## src/rtl/alu_pkg.sv

```systemverilog
// Shared definitions for the ALU command sequencer: opcodes, FSM states and
// response flag bit positions.
package alu_pkg;

  localparam logic [2:0] OP_ADD = 3'b000;
  localparam logic [2:0] OP_SUB = 3'b001;
  localparam logic [2:0] OP_NOT = 3'b010;
  localparam logic [2:0] OP_AND = 3'b011;
  localparam logic [2:0] OP_OR  = 3'b100;
  localparam logic [2:0] OP_XOR = 3'b101;
  localparam logic [2:0] OP_SLT = 3'b110;
  localparam logic [2:0] OP_EQ  = 3'b111;

  typedef enum logic [1:0] {
    IDLE,
    EXEC,
    RESP
  } state_e;

  localparam int unsigned FLG_C = 2;
  localparam int unsigned FLG_V = 1;
  localparam int unsigned FLG_Z = 0;

endpackage

```

## src/rtl/alu_cmd_fifo.sv

```systemverilog
// Synchronous command FIFO with first-word-fall-through head and occupancy
// count; DEPTH must be a power of two.
module alu_cmd_fifo #(
  parameter int unsigned DEPTH = 4,
  parameter int unsigned WIDTH = 9
) (
  input  logic                       clk,
  input  logic                       rst_n,
  input  logic                       push,
  input  logic [WIDTH-1:0]           din,
  input  logic                       pop,
  output logic [WIDTH-1:0]           dout,
  output logic                       full,
  output logic                       empty,
  output logic [$clog2(DEPTH):0]     count
);

  localparam int unsigned AW = $clog2(DEPTH);
  localparam logic [AW:0] DEPTH_C = (AW+1)'(DEPTH);

  logic [WIDTH-1:0] mem_q [DEPTH];
  logic [AW-1:0]    wr_ptr_q, wr_ptr_d;
  logic [AW-1:0]    rd_ptr_q, rd_ptr_d;
  logic [AW:0]      count_q, count_d;
  logic             do_push, do_pop;

  assign full    = (count_q == DEPTH_C);
  assign empty   = (count_q == '0);
  assign count   = count_q;
  assign dout    = mem_q[rd_ptr_q];
  assign do_push = push && !full;
  assign do_pop  = pop && !empty;

  always_comb begin
    wr_ptr_d = wr_ptr_q;
    rd_ptr_d = rd_ptr_q;
    count_d  = count_q;
    if (do_push) wr_ptr_d = wr_ptr_q + 1'b1;
    if (do_pop)  rd_ptr_d = rd_ptr_q + 1'b1;
    case ({do_push, do_pop})
      2'b10:   count_d = count_q + 1'b1;
      2'b01:   count_d = count_q - 1'b1;
      default: count_d = count_q;
    endcase
  end

  always_ff @(posedge clk) begin
    if (!rst_n) begin
      wr_ptr_q <= '0;
      rd_ptr_q <= '0;
      count_q  <= '0;
    end else begin
      wr_ptr_q <= wr_ptr_d;
      rd_ptr_q <= rd_ptr_d;
      count_q  <= count_d;
    end
  end

  always_ff @(posedge clk) begin
    if (do_push) mem_q[wr_ptr_q] <= din;
  end

endmodule

```

## src/rtl/alu_cmd_sequencer.sv

```systemverilog
// Issues queued commands to an external 4-bit ALU and returns responses.
// Optional ALU_STICKY_FLAGS_EN adds sticky carry/overflow tracking.
module alu_cmd_sequencer
  import alu_pkg::*;
#(
  parameter int unsigned DEPTH = 4,
  parameter int unsigned W     = 4
) (
  input  logic         clk,
  input  logic         rst_n,
  input  logic         cmd_valid,
  output logic         cmd_ready,
  input  logic [2:0]   cmd_op,
  input  logic         cmd_src,
  input  logic [W-1:0] cmd_imm,
  input  logic         cmd_wb,
  output logic [W-1:0] alu_a,
  output logic [W-1:0] alu_b,
  output logic [2:0]   alu_op,
  input  logic [W-1:0] alu_result,
  input  logic         alu_carry,
  input  logic         alu_overflow,
  input  logic         alu_zero,
  output logic         rsp_valid,
  input  logic         rsp_ready,
  output logic [W-1:0] rsp_result,
  output logic [2:0]   rsp_flags,
  output logic [W-1:0] acc
`ifdef ALU_STICKY_FLAGS_EN
  ,
  input  logic         sticky_clr,
  output logic [1:0]   sticky_flags
`endif
);

  localparam int unsigned CW = 3 + 1 + W + 1;
  localparam int unsigned AW = $clog2(DEPTH);

  logic [CW-1:0] fifo_din, fifo_dout;
  logic          fifo_push, fifo_pop, fifo_full, fifo_empty;
  logic [AW:0]   fifo_count;
  logic [AW+1:0] occ_after_push;

  logic [2:0]    head_op;
  logic          head_src, head_wb;
  logic [W-1:0]  head_imm;
  logic [2:0]    flags_in;

  state_e        state_q, state_d;
  logic [W-1:0]  alu_a_q, alu_a_d, alu_b_q, alu_b_d;
  logic [2:0]    alu_op_q, alu_op_d;
  logic          wb_q, wb_d;
  logic          rsp_valid_q, rsp_valid_d;
  logic [W-1:0]  rsp_result_q, rsp_result_d;
  logic [2:0]    rsp_flags_q, rsp_flags_d;
  logic [W-1:0]  acc_q, acc_d;
  logic          cmd_ready_q, cmd_ready_d;

  assign fifo_din  = {cmd_op, cmd_src, cmd_imm, cmd_wb};
  assign fifo_push = cmd_valid && cmd_ready_q;
  assign head_op   = fifo_dout[CW-1 -: 3];
  assign head_src  = fifo_dout[W+1];
  assign head_imm  = fifo_dout[W:1];
  assign head_wb   = fifo_dout[0];

  alu_cmd_fifo #(
    .DEPTH (DEPTH),
    .WIDTH (CW)
  ) u_fifo (
    .clk   (clk),
    .rst_n (rst_n),
    .push  (fifo_push),
    .din   (fifo_din),
    .pop   (fifo_pop),
    .dout  (fifo_dout),
    .full  (fifo_full),
    .empty (fifo_empty),
    .count (fifo_count)
  );

  // Ready looks only at occupancy plus this cycle's push, so a pop never
  // raises it early; it can only be conservative by one cycle.
  assign occ_after_push = {1'b0, fifo_count} + {{(AW+1){1'b0}}, fifo_push};
  assign cmd_ready_d    = (occ_after_push < (AW+2)'(DEPTH));

  always_comb begin
    flags_in        = '0;
    flags_in[FLG_C] = alu_carry;
    flags_in[FLG_V] = alu_overflow;
    flags_in[FLG_Z] = alu_zero;
  end

  always_comb begin
    state_d      = state_q;
    alu_a_d      = alu_a_q;
    alu_b_d      = alu_b_q;
    alu_op_d     = alu_op_q;
    wb_d         = wb_q;
    rsp_valid_d  = rsp_valid_q;
    rsp_result_d = rsp_result_q;
    rsp_flags_d  = rsp_flags_q;
    acc_d        = acc_q;
    fifo_pop     = 1'b0;
    case (state_q)
      IDLE: begin
        if (!fifo_empty) begin
          fifo_pop = 1'b1;
          state_d  = EXEC;
        end
      end
      EXEC: begin
        rsp_result_d = alu_result;
        rsp_flags_d  = flags_in;
        rsp_valid_d  = 1'b1;
        if (wb_q) acc_d = alu_result;
        state_d = RESP;
      end
      RESP: begin
        if (rsp_ready) begin
          rsp_valid_d = 1'b0;
          if (!fifo_empty) begin
            fifo_pop = 1'b1;
            state_d  = EXEC;
          end else begin
            state_d = IDLE;
          end
        end
      end
      default: state_d = IDLE;
    endcase
    // acc_q is already post-writeback here, so issue never sees a stale value.
    if (fifo_pop) begin
      alu_a_d  = acc_q;
      alu_b_d  = head_src ? acc_q : head_imm;
      alu_op_d = head_op;
      wb_d     = head_wb;
    end
  end

  always_ff @(posedge clk) begin
    if (!rst_n) begin
      state_q      <= IDLE;
      alu_a_q      <= '0;
      alu_b_q      <= '0;
      alu_op_q     <= '0;
      wb_q         <= 1'b0;
      rsp_valid_q  <= 1'b0;
      rsp_result_q <= '0;
      rsp_flags_q  <= '0;
      acc_q        <= '0;
      cmd_ready_q  <= 1'b1;
    end else begin
      state_q      <= state_d;
      alu_a_q      <= alu_a_d;
      alu_b_q      <= alu_b_d;
      alu_op_q     <= alu_op_d;
      wb_q         <= wb_d;
      rsp_valid_q  <= rsp_valid_d;
      rsp_result_q <= rsp_result_d;
      rsp_flags_q  <= rsp_flags_d;
      acc_q        <= acc_d;
      cmd_ready_q  <= cmd_ready_d;
    end
  end

  assign cmd_ready  = cmd_ready_q;
  assign alu_a      = alu_a_q;
  assign alu_b      = alu_b_q;
  assign alu_op     = alu_op_q;
  assign rsp_valid  = rsp_valid_q;
  assign rsp_result = rsp_result_q;
  assign rsp_flags  = rsp_flags_q;
  assign acc        = acc_q;

`ifdef ALU_STICKY_FLAGS_EN
  logic [1:0] sticky_q, sticky_d;

  always_comb begin
    sticky_d = sticky_q;
    if (sticky_clr)
      sticky_d = '0;
    else if (state_q == EXEC)
      sticky_d = sticky_q | {alu_carry, alu_overflow};
  end

  always_ff @(posedge clk) begin
    if (!rst_n) sticky_q <= '0;
    else        sticky_q <= sticky_d;
  end

  assign sticky_flags = sticky_q;
`endif

endmodule

```

## config.mk

```make
export PLATFORM = sky130hd
export DESIGN_NAME = alu_cmd_sequencer
export DESIGN_NICKNAME = d
export VERILOG_FILES = /design/src/rtl/alu_pkg.sv /design/src/rtl/alu_cmd_fifo.sv /design/src/rtl/alu_cmd_sequencer.sv
export SDC_FILE = /design/constraint.sdc
export NUM_CORES = 1
export LEC_CHECK = 0
export CELL_PAD_IN_SITES_DETAIL_PLACEMENT = 1
export CELL_PAD_IN_SITES_GLOBAL_PLACEMENT = 1
export CORE_ASPECT_RATIO = 1.25
export CORE_UTILIZATION = 38
export DETAILED_ROUTE_END_ITERATION = 8
export GPL_TIMING_DRIVEN = 0
export PLACE_DENSITY_LB_ADDON = 0.1
export SKIP_CTS_REPAIR_TIMING = 1
export SLEW_MARGIN = 15
export SYNTH_ARGS = -nofsm -noshare
export SYNTH_HDL_FRONTEND = slang
export SYNTH_SLANG_ARGS = --single-unit
```

## constraint.sdc

```tcl
create_clock -name clk -period 2.4 [get_ports clk]
set_input_delay 0.48 -clock clk [delete_from_list [all_inputs] [get_ports clk]]
set_output_delay 0.48 -clock clk [all_outputs]
set_load 0.01 [all_outputs]
```

==> results.ini <==
[detailed_routing]
wirelength_mm=5.56
drc=0
vias=1766
wl_per_cell_um=15.3
dr.pass1.iters=4
drt_iter0_markers=39
viasPerCell=4.87
detail-route-antenna-nets=0

[timing]
period_minus_slack_ns=2.25
finalHoldViolCount=0
setup_violations=0
setup_tns_ns=0
worst_pin_slew_ns=0.535
drv_slew=0
max_freq_mhz=445
fin_crit_sh=0.936
rsz0062_at_grt=no
relSlewSlack=0.643
hold_ws_ns=0.454
finalClockSkew_ns=0.0116

[layout]
final_core_util=0.503
areaGrowthSynthToFinish_pct=28.3
drive_gt1_frac=0.125
nets=294
layout_common_cells=42 x clkdlybuf4s50_1, 37 x nand2_1, 36 x dfxtp_1, 36 x edfxtp_1, 27 x a21oi_1
diodes=0
layout_commonest_cell=clkdlybuf4s50_1

[synth]
ys_types=29
syn_inst=213
ys_seq_area_frac=0.662
synth-seq-cells=72
syn_area_mm2=0.00272
syn_area_per_cell_um2=12.8
synth_area_leaders=edfxtp_1 40%, dfxtp_1 26%, mux4_2 7.4%, nand2_1 5.1%, a21oi_1 5.0%
synth_top_cell_by_area=edfxtp_1
syn_nets=239
synth_top_area_frac=0.397
yosysWarningCount=0

[placed_design]
place.gp.congestion=0.671
hpwlAfterDp_mm=3.91
io_buffers=43

[grt]
grt_pass1_wl_mm=9.35
first_global_vias=1918
grt_max_degree=14
grt_overflow=0
grt_usage=0.169
antenna_found_initial=0

[worst_setup_path]
worstRegToRegCells=9
cp-end-kind=register
rrSetupSlack_ns=0.15
r2r-end=u_fifo.count[2]$_SDFFE_PN0P_
critical_path_class=register to register
reg2reg_from=state_q[1]$_SDFFE_PN0P_
crit_required_ns=2.66
crit_arrival_ns=2.51
cp-start-kind=register
critPathMaxFanout=5

[clocking]
cts_buffers=9
h-tree-depth=3
cts.sinks=72
path_clk_slew_ns=0.08
clk_path_buf_depth=2
cts_tree=done
clock-root-buffer=clkbuf_8
clk_latency_ns=0.34

[outcome]
status=completed

[floorplanning]
ioPinCount=44
die_area_mm2=0.00751
fp-row-count=34
die_height_um=96.6
initial_utilization=0.392
die_w_um=77.7
fp.coreArea_mm2=0.00693

[min_path]
hold_end=rsp_result[1]$_SDFFE_PN0P_
hold_depth=2
min-delay-start=rsp_result[1]$_SDFFE_PN0P_
min_path_type=register to register

[power]
ir_worst_vdd_mv=0.483
power_leakage_nw=1.20
powerDensity_mw_per_mm2=1130

[run]
maxCapViolCount=0

## worst max-delay path by stage
stage | startpoint | to | depth (start not counted)
finish | state_q[1]$_SDFFE_PN0P_ | u_fifo.count[2]$_SDFFE_PN0P_ | 9
global route | state_q[1]$_SDFFE_PN0P_ | u_fifo.count[2]$_SDFFE_PN0P_ | 9
CTS | rsp_ready | u_fifo.count[2]$_SDFFE_PN0P_ | 11
detailed placement | rsp_ready | u_fifo.count[2]$_SDFFE_PN0P_ | 11
global placement | rsp_ready | u_fifo.count[2]$_SDFFE_PN0P_ | 11
floorplan | rsp_ready | u_fifo.count[2]$_SDFFE_PN0P_ | 10
## layout make-up
cell class / instances / area [um2]
buffer: 8 / 38.8
clock buffer: 9 / 124
clock inverter: 7 / 72.6
fill: 722 / 3440
inverter: 9 / 46.3
multi-input combinational: 123 / 847
sequential: 72 / 1800
tap: 90 / 113
timing repair buffer: 45 / 448
## stage by stage
stage               setup WS [ns]  power (mW)  area (um2)  cells
global placement           -0.603        3.00        3260    346
floorplan                  0.0904        2.55        2720    213
CTS                        -0.270        3.97        3460    362
finish                      0.154        3.96        3490    363
global route               0.0393        4.22        3490    363
detailed placement         -0.624        3.02        3260    346
## flip-flops by register name, summed over array words and instances, names as in the netlist, named ones only
signal           cells
rsp_valid            1
acc                  4
state_q              2
rsp_result           4
alu_op               3
wb_q                 1
alu_b                4
u_fifo.rd_ptr_q      2
u_fifo.count         3
cmd_ready            1
rsp_flags            3
u_fifo.mem_q        36
alu_a                4
u_fifo.wr_ptr_q      2
## routing by layer
layer | GRT usage | share of wire
met5 | 0 | 0
met4 | 0.0943 | 0.015
met3 | 0.0340 | 0.035
met2 | 0.304 | 0.53
met1 | 0.182 | 0.42
## critical path, stage by stage (launching register included)
cell and delay [ns]:
dfxtp_1 0.35, nor2b_1 0.14, or3_4 0.41, clkinv_8 0.07, ha_2 0.17, inv_1 0.05, fa_1 0.36, xor2_1 0.15
or3_1 0.31, a21oi_1 0.15
## power by group
| group | internal (mW) | leakage [nW] | switching, mW |
|---|---|---|---|
| registers | 1.55 | 0.624 | 0.137 |
| logic | 0.643 | 0.486 | 0.685 |
| clock network | 0.478 | 0.0914 | 0.463 |
## synth_stat cells
master	instances
nor2b_1	2
or3b_2	1
buf_6	1
nor2_1	9
ha_1	5
fa_1	1
mux4_2	9
nand3b_1	1
nand2b_1	1
nand3_1	4
nand2_1	37
dfxtp_1	36
or3_4	1
xor2_1	2
mux2i_1	5
clkbuf_2	1
a31oi_1	1
or3_1	2
inv_1	8
a21oi_1	27
clkinv_2	1
xnor2_1	2
clkbuf_1	6
nor3_1	1
a41o_1	1
edfxtp_1	36
buf_4	1
and2_1	4
o21ai_0	7
## cells by family after synthesis
kind of cell               after synthesis  synth area share
DFF                                     72             0.662
and+or+nand+nor                         63             0.103
AOI/OAI and AO/OA                       36            0.0685
buffers and inverters                   18            0.0299
muxes                                   14            0.0929
adders and majority gates                6            0.0303
xor gates and xnor gates                 4            0.0129
(Power assumes the default switching activity.)
